$ cat config.mk
export PLATFORM = sky130hd
export DESIGN_NAME = arc4_encrypt_flat
export DESIGN_NICKNAME = d
export VERILOG_FILES = /design/src/rtl/arc4_encrypt_if.sv /design/src/rtl/arc4_encrypt.sv /design/src/flat_wrapper.sv
export SDC_FILE = /design/constraint.sdc
export NUM_CORES = 1
export LEC_CHECK = 0
export CAP_MARGIN = 20
export CORE_UTILIZATION = 35
export DETAILED_ROUTE_END_ITERATION = 12
export PLACE_DENSITY_LB_ADDON = 0.1
export SLEW_MARGIN = 20
export SYNTH_ARGS = -nofsm -noshare
export SYNTH_HDL_FRONTEND = slang
export SYNTH_SLANG_ARGS = --single-unit
$ cat constraint.sdc
create_clock -name clk -period 13.8 [get_ports clk]
set_input_delay 4.14 -clock clk [delete_from_list [all_inputs] [get_ports clk]]
set_output_delay 4.14 -clock clk [all_outputs]
set_load 0.02 [all_outputs]
$ cat src/rtl/arc4_encrypt_if.sv
// Start handshake plus S/pt/ct memory ports of the ARC4 encryption engine.
// master: requester and memories; slave: the engine.
interface arc4_encrypt_if #(
    parameter int KEY_BYTES = 3
);
    logic                   en;
    logic                   rdy;
    logic [8*KEY_BYTES-1:0] key;
    logic [7:0]             s_addr;
    logic [7:0]             s_rddata;
    logic [7:0]             s_wrdata;
    logic                   s_wren;
    logic [7:0]             pt_addr;
    logic [7:0]             pt_rddata;
    logic [7:0]             ct_addr;
    logic [7:0]             ct_wrdata;
    logic                   ct_wren;

    modport master (
        output en, key, s_rddata, pt_rddata,
        input  rdy, s_addr, s_wrdata, s_wren,
        input  pt_addr, ct_addr, ct_wrdata, ct_wren
    );

    modport slave (
        input  en, key, s_rddata, pt_rddata,
        output rdy, s_addr, s_wrdata, s_wren,
        output pt_addr, ct_addr, ct_wrdata, ct_wren
    );
endinterface

$ cat src/rtl/arc4_encrypt.sv
// ARC4 encryption engine: INIT and KSA on external S memory, then PRGA
// turns length-prefixed plaintext into length-prefixed ciphertext.
module arc4_encrypt #(
    parameter int KEY_BYTES = 3
) (
    input logic           clk,
    input logic           rst,
    arc4_encrypt_if.slave bus
);
    localparam int KW = (KEY_BYTES > 1) ? $clog2(KEY_BYTES) : 1;

    localparam logic [4:0] IDLE = 5'd0;
    localparam logic [4:0] INIT = 5'd1;
    localparam logic [4:0] KP1  = 5'd2;
    localparam logic [4:0] KP2  = 5'd3;
    localparam logic [4:0] KA   = 5'd4;
    localparam logic [4:0] KB   = 5'd5;
    localparam logic [4:0] KC   = 5'd6;
    localparam logic [4:0] KD   = 5'd7;
    localparam logic [4:0] RL1  = 5'd8;
    localparam logic [4:0] RL2  = 5'd9;
    localparam logic [4:0] WL   = 5'd10;
    localparam logic [4:0] P1   = 5'd11;
    localparam logic [4:0] P2   = 5'd12;
    localparam logic [4:0] P3   = 5'd13;
    localparam logic [4:0] P4   = 5'd14;
    localparam logic [4:0] P5   = 5'd15;
    localparam logic [4:0] P6   = 5'd16;
    localparam logic [4:0] P7   = 5'd17;

    logic [4:0]             state;
    logic                   rdy;
    logic [8*KEY_BYTES-1:0] key_q;
    logic [KW-1:0]          kidx;
    logic [7:0]             i, j, si, sj, sn, len;
    logic [8:0]             k;
    logic [7:0]             s_addr, s_wrdata, pt_addr, ct_addr, ct_wrdata;
    logic                   s_wren, ct_wren;

    logic [KW-1:0] kidx_nx, kidx_sel;
    logic [7:0]    kb, i_nx, fwd, j_add, jn, jp, t, pad;

    assign bus.rdy       = rdy;
    assign bus.s_addr    = s_addr;
    assign bus.s_wrdata  = s_wrdata;
    assign bus.s_wren    = s_wren;
    assign bus.pt_addr   = pt_addr;
    assign bus.ct_addr   = ct_addr;
    assign bus.ct_wrdata = ct_wrdata;
    assign bus.ct_wren   = ct_wren;

    // S[i+1] is prefetched before the swap; forward when the swap hit it
    always_comb begin
        i_nx     = i + 8'd1;
        kidx_nx  = (kidx == KW'(KEY_BYTES - 1)) ? '0 : kidx + 1'b1;
        kidx_sel = (state == KD) ? kidx_nx : kidx;
        kb       = key_q[8*(KEY_BYTES-1) +: 8];
        for (int n = 0; n < KEY_BYTES; n++) begin
            if (kidx_sel == KW'(n)) kb = key_q[8*(KEY_BYTES-1-n) +: 8];
        end
        fwd   = (i_nx == j) ? si : sn;
        j_add = (state == KD) ? fwd : bus.s_rddata;
        jn    = j + j_add + kb;
        jp    = j + bus.s_rddata;
        t     = si + sj;
        pad   = (t == j) ? si : ((t == i) ? sj : bus.s_rddata);
    end

    always_ff @(posedge clk) begin
        if (rst) begin
            state     <= IDLE;
            rdy       <= 1'b0;
            key_q     <= '0;
            kidx      <= '0;
            i         <= '0;
            j         <= '0;
            si        <= '0;
            sj        <= '0;
            sn        <= '0;
            len       <= '0;
            k         <= '0;
            s_addr    <= '0;
            s_wrdata  <= '0;
            s_wren    <= 1'b0;
            pt_addr   <= '0;
            ct_addr   <= '0;
            ct_wrdata <= '0;
            ct_wren   <= 1'b0;
        end else begin
            s_wren  <= 1'b0;
            ct_wren <= 1'b0;
            case (state)
                IDLE: begin
                    if (!rdy) begin
                        rdy <= 1'b1;
                    end else if (bus.en) begin
                        rdy      <= 1'b0;
                        key_q    <= bus.key;
                        s_addr   <= 8'd0;
                        s_wrdata <= 8'd0;
                        s_wren   <= 1'b1;
                        i        <= 8'd1;
                        j        <= 8'd0;
                        state    <= INIT;
                    end
                end
                INIT: begin
                    if (i == 8'd0) begin
                        s_addr <= 8'd0;
                        kidx   <= '0;
                        state  <= KP1;
                    end else begin
                        s_addr   <= i;
                        s_wrdata <= i;
                        s_wren   <= 1'b1;
                        i        <= i_nx;
                    end
                end
                KP1: state <= KP2;
                KP2: begin
                    si     <= bus.s_rddata;
                    j      <= jn;
                    s_addr <= jn;
                    state  <= KA;
                end
                KA: begin
                    s_addr <= i_nx;
                    state  <= KB;
                end
                KB: begin
                    sj       <= bus.s_rddata;
                    s_addr   <= i;
                    s_wrdata <= bus.s_rddata;
                    s_wren   <= 1'b1;
                    state    <= KC;
                end
                KC: begin
                    sn       <= bus.s_rddata;
                    s_addr   <= j;
                    s_wrdata <= si;
                    s_wren   <= 1'b1;
                    state    <= KD;
                end
                KD: begin
                    if (i == 8'hFF) begin
                        pt_addr <= 8'd0;
                        state   <= RL1;
                    end else begin
                        si     <= fwd;
                        j      <= jn;
                        s_addr <= jn;
                        i      <= i_nx;
                        kidx   <= kidx_nx;
                        state  <= KA;
                    end
                end
                RL1: state <= RL2;
                RL2: begin
                    len       <= bus.pt_rddata;
                    ct_addr   <= 8'd0;
                    ct_wrdata <= bus.pt_rddata;
                    ct_wren   <= 1'b1;
                    i         <= 8'd0;
                    j         <= 8'd0;
                    k         <= 9'd1;
                    state     <= WL;
                end
                WL: begin
                    if (len == 8'd0) begin
                        rdy   <= 1'b1;
                        state <= IDLE;
                    end else begin
                        s_addr  <= i_nx;
                        i       <= i_nx;
                        pt_addr <= k[7:0];
                        state   <= P1;
                    end
                end
                P1: state <= P2;
                P2: begin
                    si     <= bus.s_rddata;
                    j      <= jp;
                    s_addr <= jp;
                    state  <= P3;
                end
                P3: state <= P4;
                // pad read is issued before the swap lands; pad forwards it
                P4: begin
                    sj     <= bus.s_rddata;
                    s_addr <= si + bus.s_rddata;
                    state  <= P5;
                end
                P5: begin
                    s_addr   <= i;
                    s_wrdata <= sj;
                    s_wren   <= 1'b1;
                    state    <= P6;
                end
                P6: begin
                    s_addr    <= j;
                    s_wrdata  <= si;
                    s_wren    <= 1'b1;
                    ct_addr   <= k[7:0];
                    ct_wrdata <= bus.pt_rddata ^ pad;
                    ct_wren   <= 1'b1;
                    state     <= P7;
                end
                P7: begin
                    if (k == {1'b0, len}) begin
                        rdy   <= 1'b1;
                        state <= IDLE;
                    end else begin
                        k       <= k + 9'd1;
                        s_addr  <= i_nx;
                        i       <= i_nx;
                        pt_addr <= k[7:0] + 8'd1;
                        state   <= P1;
                    end
                end
                default: state <= IDLE;
            endcase
        end
    end
endmodule

$ cat src/flat_wrapper.sv
// flat-port wrapper written by rule: the top's interface ports become plain ports
module arc4_encrypt_flat 
#(
    parameter int KEY_BYTES = 3
)
  (clk, rst, bus_en, bus_key, bus_s_rddata, bus_pt_rddata, bus_rdy, bus_s_addr, bus_s_wrdata, bus_s_wren, bus_pt_addr, bus_ct_addr, bus_ct_wrdata, bus_ct_wren);
  arc4_encrypt_if #(.KEY_BYTES(KEY_BYTES)) bus_i ();
  input logic clk;
  input logic rst;
  input wire logic [$bits(bus_i.en)-1:0] bus_en;
  input wire logic [$bits(bus_i.key)-1:0] bus_key;
  input wire logic [$bits(bus_i.s_rddata)-1:0] bus_s_rddata;
  input wire logic [$bits(bus_i.pt_rddata)-1:0] bus_pt_rddata;
  output wire logic [$bits(bus_i.rdy)-1:0] bus_rdy;
  output wire logic [$bits(bus_i.s_addr)-1:0] bus_s_addr;
  output wire logic [$bits(bus_i.s_wrdata)-1:0] bus_s_wrdata;
  output wire logic [$bits(bus_i.s_wren)-1:0] bus_s_wren;
  output wire logic [$bits(bus_i.pt_addr)-1:0] bus_pt_addr;
  output wire logic [$bits(bus_i.ct_addr)-1:0] bus_ct_addr;
  output wire logic [$bits(bus_i.ct_wrdata)-1:0] bus_ct_wrdata;
  output wire logic [$bits(bus_i.ct_wren)-1:0] bus_ct_wren;
  assign bus_i.en = bus_en;
  assign bus_i.key = bus_key;
  assign bus_i.s_rddata = bus_s_rddata;
  assign bus_i.pt_rddata = bus_pt_rddata;
  assign bus_rdy = bus_i.rdy;
  assign bus_s_addr = bus_i.s_addr;
  assign bus_s_wrdata = bus_i.s_wrdata;
  assign bus_s_wren = bus_i.s_wren;
  assign bus_pt_addr = bus_i.pt_addr;
  assign bus_ct_addr = bus_i.ct_addr;
  assign bus_ct_wrdata = bus_i.ct_wrdata;
  assign bus_ct_wren = bus_i.ct_wren;
  arc4_encrypt #(.KEY_BYTES(KEY_BYTES)) u_core (.clk(clk), .rst(rst), .bus(bus_i));
endmodule
# == Word-level counts from Yosys, hierarchy flattened ==
# Cells that the tools add are included.
# totals
regBits,131
ramBits,0
inputBits,43
latchBits,0
mem_bits_ro,0
wordCells,146
memories,0
# classes
shifts,0
div_mod_pow,0
n_reduce_logical,30
n_eq_ne,35
n_mul,0
n_lt_le_gt_ge,0
n_bitwise,1
addsub,9
muxes,53
# ops
op,count
8-bit two-way mux,21
5-bit case mux with 18 select lines,1
8-bit case mux with 11 select lines,1
8-bit case mux with 5 select lines,2
8-bit case mux with 2 select lines,3
8-bit case mux with 6 select lines,1
8-bit adder,5
5-bit by 4-bit == test with 1-bit output (second input constant),8
8-bit == test,3
8-bit case mux with 3 select lines,1
5-bit by 3-bit == test with 1-bit output (second input constant),4
9-bit case mux with 2 select lines,1
8-bit by 1-bit adder with 8-bit output (second input constant),2
8-bit zero test,2
5-bit two-way mux,3
4-bit two-way mux,3
2-bit != test (second input constant),6
3-bit AND reduction,4
4-bit AND reduction,3
11-bit nonzero test,1
5-bit by 2-bit == test with 1-bit output (second input constant),2
5-bit == test (second input constant),2
5-bit nonzero test,2
2-bit OR reduction,5
other kinds (22),42

# == Longest topological paths before layout ==
# depth
depth_word,9
mapped_depth,24

# == Least setup slack after synthesis ==
# No wires, ideal clock.
# synth_timing
kind,input -> register
startpoint,input port bus_s_rddata[1]
endpoint,"register u_core.s_addr[7], in the netlist u_core.bus.s_addr[7]"
t_required_ns,13.714
path_slack_ns,6.843
path_stages,15
arrival_ns,6.870
path_cell_list,nand2_1 o21ai_0 fa_1 ha_1 inv_1 fa_1 nor2b_1 o21ai_0 a21oi_1 or2_2 o311ai_0 xor2_1 and3_1 nor3_1 a211oi_1
# synth_between
elab_chain_len,5
word_cells_on_any_way,7
cone_classes,add/sub (4); mux (3)
# synth_lines
item,line_no,rtl
from (decl),flat_wrapper.sv:12,input wire logic [$bits(bus_i.s_rddata)-1:0] bus_s_rddata;
8-bit two-way mux,arc4_encrypt.sv:62,j_add = (state == KD) ? fwd : bus.s_rddata;
8-bit adder (2 in series),arc4_encrypt.sv:63,jn = j + j_add + kb;
8-bit two-way mux,arc4_encrypt.sv:145,if (i == 8'hFF) begin
8-bit case mux with 11 select lines *,arc4_encrypt.sv:92,case (state)
to (signal assigned),arc4_encrypt.sv:113,s_addr <= i;
to (signal assigned),arc4_encrypt.sv:139,s_addr <= j;
to (signal assigned),arc4_encrypt.sv:151,s_addr <= jn;
to (decl),arc4_encrypt.sv:37,"logic [7:0] s_addr, s_wrdata, pt_addr, ct_addr, ct_wrdata;"
# Mark *: on every way between the ends. The rest lies on a longest branch, timed or not. The select of a mux whose other input is x is not followed.
# A chain may end at the register's enable or synchronous reset.

# == Worst setup path after layout ==
# Ends and elaborated chain as after synthesis.

==> results summary <==
The data arrival time of the worst path came out at between 8 and 9 ns. The vias per cell came out at around 5.5. At the worst endpoint, the required time is 14.13 ns. The worst setup path is captured at a flip-flop. At the end of routability-driven placement, the weighted congestion stood at 0.858.

The post-synthesis average cell area came out at around 7.5 sq um. The run finished with clean final reports. The maximum ir drop on the vdd rail came out at 0.0000544 V. The worst register-to-register path begins at u_core.state[2].

In the final layout, the registers with the most flip-flops are u_core.key_q: 24 flops, u_core.k: 9 flops. After synthesis, the cell types taking the most area are sky130_fd_sc_hd__dfxtp_1 30%, sky130_fd_sc_hd__a21oi_1 8.2%, sky130_fd_sc_hd__nand2_1 7.6%, sky130_fd_sc_hd__nor2_1 6.2%, sky130_fd_sc_hd__ha_1 4.3%. The register with the most flip-flops in the layout has 24 of them. The total of hold buffers inserted after clock tree synthesis came out at 0. The post-place setup slack is ~5.6 ns. For this run, the total global-route usage over all layers was measured as 0.230. The filler cell count in the final layout came out at approximately 2500. The final worst hold slack came out at roughly 0.45 ns. The number of port buffers is 85. The number of placed I/O pins came out at 86. The depth of the worst hold-timing path is 2.

The signed area change from the synthesized netlist to the final layout is 18.1%. The number of max-cap violations is 0. Measured on the finished design, the core utilization comes to 0.423.

The mapped netlist covers ~0.0087 sq mm. The DRC marker count from the first detailed-route iteration is 626. The clock transition at the registers of the reported paths is 0.06 ns.

Entering global routing, the biggest net connects 74 pins. The number of optimization iterations in the first detailed-route pass came out at 5. Setup repair after global routing left no endpoint under its margin. For this run, the leading register cell type out of synthesis is sky130_fd_sc_hd__dfxtp_1. In this run the remaining antenna-violating nets after routing total 0. The static power due to leakage came out at just under 4 nW. The detailed-route wire length per cell is roughly 19 um. The time the final worst path needs with I/O delays and setup came out at 7.79 ns. The number of placement rows came out at 57. The slack of the critical path came out at approximately 6 ns. The TritonCTS clock tree is done. The cell total after placement is ~1500. The number of remaining DRC errors is 0.

The initial utilization of the core area, before any placement, comes to 0.358. When the netlist entered floorplanning its net count stood at about 1200. CTS saw between 100 and 150 sinks. The synthesized instance count is roughly 1200. The antenna diode count came out at 0. The maximum clock insertion buffer count came out at 2.

The final net count is between 1000 and 1500. The share of async-settable or async-resettable flops after synthesis came out at 0. The number of cells on the worst reg-to-reg path is 18.

During synthesis, Yosys emitted a total of 0 warnings. Based on the critical path, the design can be clocked at up to about 0.13 GHz. Measured along the y axis, the die boundary spans 160 um. The width of the die came out at around 160 um. The number of global-route vias before repair was 8145. After routing the design area is ~0.010 sq mm. The number of H-tree levels is 4. The die outline area came out at 0.0256 sq mm. The first global-routing pass estimated between 40000 and 50000 um of wire. The pin slew with the least headroom to its limit is approximately 1.1 ns.

The critical path start-end classification is primary input to flip-flop. Clock tree synthesis inserted a total of 17 buffers. The type of the tightest min-delay check is flip-flop to flip-flop. The largest driver fanout on the critical path is 10.

The final cell count without fillers is roughly 1500. The power after layout is 1.10 mW. The fraction of final layout cells with drive strength greater than 1 is 0.0611. On the final layout, the worst clock skew is around 0.0094 ns.

The hold violation count in the final report was 0. The number of antenna violations at the first check in global routing came to 0. Across all layers, the routed design uses 8495 vias. The number of post-CTS setup repair buffers is 0. The HPWL reported at the end of detailed placement came out at 21300 um. Of the available clock period, the critical path in the final layout requires 0.564. The worst hold path terminates at u_core.bus.pt_addr[3].

The synthesized design contains roughly 130 register bits. The final-report max-slew violation count came to 0. The startpoint of the lowest-slack hold path is u_core.bus.pt_addr[3]. The count of endpoints failing setup in the final report came out at 0. The endpoint identified for the worst register-to-register timing path is u_core.bus.s_addr[7]. The buffer type at the clock tree root is sky130_fd_sc_hd__clkbuf_16. The register-to-register setup slack came out at roughly 7.7 ns. The area taken by multi-input logic gates came out at between 0.005 and 0.006 sq mm. The relative slew slack came out at 0.292. The total negative setup slack is 0 ns. The worst setup path is launched from a primary input. The post-synthesis cell type count is 74.

Leaving out fill and tap cells, the most frequent cell in the layout is sky130_fd_sc_hd__nand2_1. The register area share after synthesis came out at 0.300. The number of synthesized flops with an enable pin came out at 0.

The final routed wirelength across all metal layers is 29200 um. Summed over all instances, the cell type with the most area after synthesis is sky130_fd_sc_hd__dfxtp_1. The latest clock arrival within the worst-skew pair is ~0.43 ns. The footprint of the flip-flops and latches came out at approximately 0.0026 sq mm. The area after detailed placement came out at 0.00977 sq mm. The power density of the placed cells is between 100 and 150 mW/mm^2.

The share of synthesized area in the top cell type comes to 0.300. The area of the placeable core came out at 0.0244 sq mm. The library cells used most frequently in the layout, excluding fill and tap cells, are 177 x sky130_fd_sc_hd__nand2_1, 144 x sky130_fd_sc_hd__nor2_1, 143 x sky130_fd_sc_hd__a21oi_1. The largest register by flop count is u_core.key_q. Once the clock tree was built, the resizer swapped 0 gates to a different size.

The total global routing overflow is 0.
-- report_power, final --
part,internal (mW),switching [mW],leakage (nW)
clock,0.240,0.200,0.267
combinational,0.0956,0.153,2.61
sequential,0.390,0.0213,1.06
-- final cells by class --
cell class                      instances  area share
Inverter                               33      0.0120
Timing Repair Buffer                   96      0.0901
Multi-Input combinational cell        919       0.551
Sequential cell                       131       0.254
Clock inverter                         14      0.0114
Tap cell                              324      0.0392
Clock buffer                           18      0.0425
-- kinds of logic (layout without fill, tap and decap cells) --
| logic type | count (synthesis) | after routing | synth area share |
|---|---|---|---|
| AOI/OAI and AO/OA | 327 | 327 | 0.243 |
| buffers and inverters | 114 | 161 | 0.0521 |
| muxes | 32 | 32 | 0.0369 |
| adders and majority gates | 41 | 41 | 0.0681 |
| DFF | 131 | 131 | 0.300 |
| and+or+nand+nor | 459 | 459 | 0.233 |
| xor gates and xnor gates | 60 | 60 | 0.0666 |
-- synth_stat cells (all sizes together), types with 14 or more instances --
master  number
nand2      177
nor2       144
a21oi      143
dfxtp      131
clkbuf      67
nor3        42
o21ai       36
inv         33
ha          30
mux2i       30
xor2        29
xnor2       27
nand3       22
o22ai       19
a22oi       18
o211ai      16
a221oi      14
and3        14
buf         14
-- how the worst max path moves through the flow --
stage	from	endpoint	slack [ns]	cells after the start
finish	bus_s_rddata[1]	u_core.bus.s_addr[7]	6.01	16
global route	bus_s_rddata[1]	u_core.bus.s_addr[7]	5.70	16
CTS	bus_s_rddata[1]	u_core.bus.s_addr[7]	6.05	16
detailed placement	bus_s_rddata[1]	u_core.bus.s_addr[7]	5.58	16
global placement	bus_s_rddata[1]	u_core.bus.s_addr[7]	5.70	16
floorplan	bus_s_rddata[1]	u_core.bus.s_addr[7]	6.84	15
-- metal layers --
metal  track usage  part of all wire
met5             0                 0
met4        0.0736             0.021
met3        0.0408             0.045
met2         0.375              0.46
met1         0.308              0.48
-- worst max-delay path, cell delays in order --
cell and delay [ns]:
sky130_fd_sc_hd__clkdlybuf4s50_1 0.78, sky130_fd_sc_hd__nand2_1 0.08, sky130_fd_sc_hd__o21ai_0 0.14, sky130_fd_sc_hd__fa_1 0.44, sky130_fd_sc_hd__ha_1 0.23, sky130_fd_sc_hd__inv_1 0.07, sky130_fd_sc_hd__fa_1 0.20, sky130_fd_sc_hd__nor2b_1 0.05
sky130_fd_sc_hd__o21ai_0 0.22, sky130_fd_sc_hd__a21oi_1 0.15, sky130_fd_sc_hd__or2_2 0.28, sky130_fd_sc_hd__o311ai_0 0.47, sky130_fd_sc_hd__xor2_1 0.36, sky130_fd_sc_hd__and3_1 0.22, sky130_fd_sc_hd__nor3_1 0.05, sky130_fd_sc_hd__a211oi_1 0.24
Power figures use the tool's default switching activity.
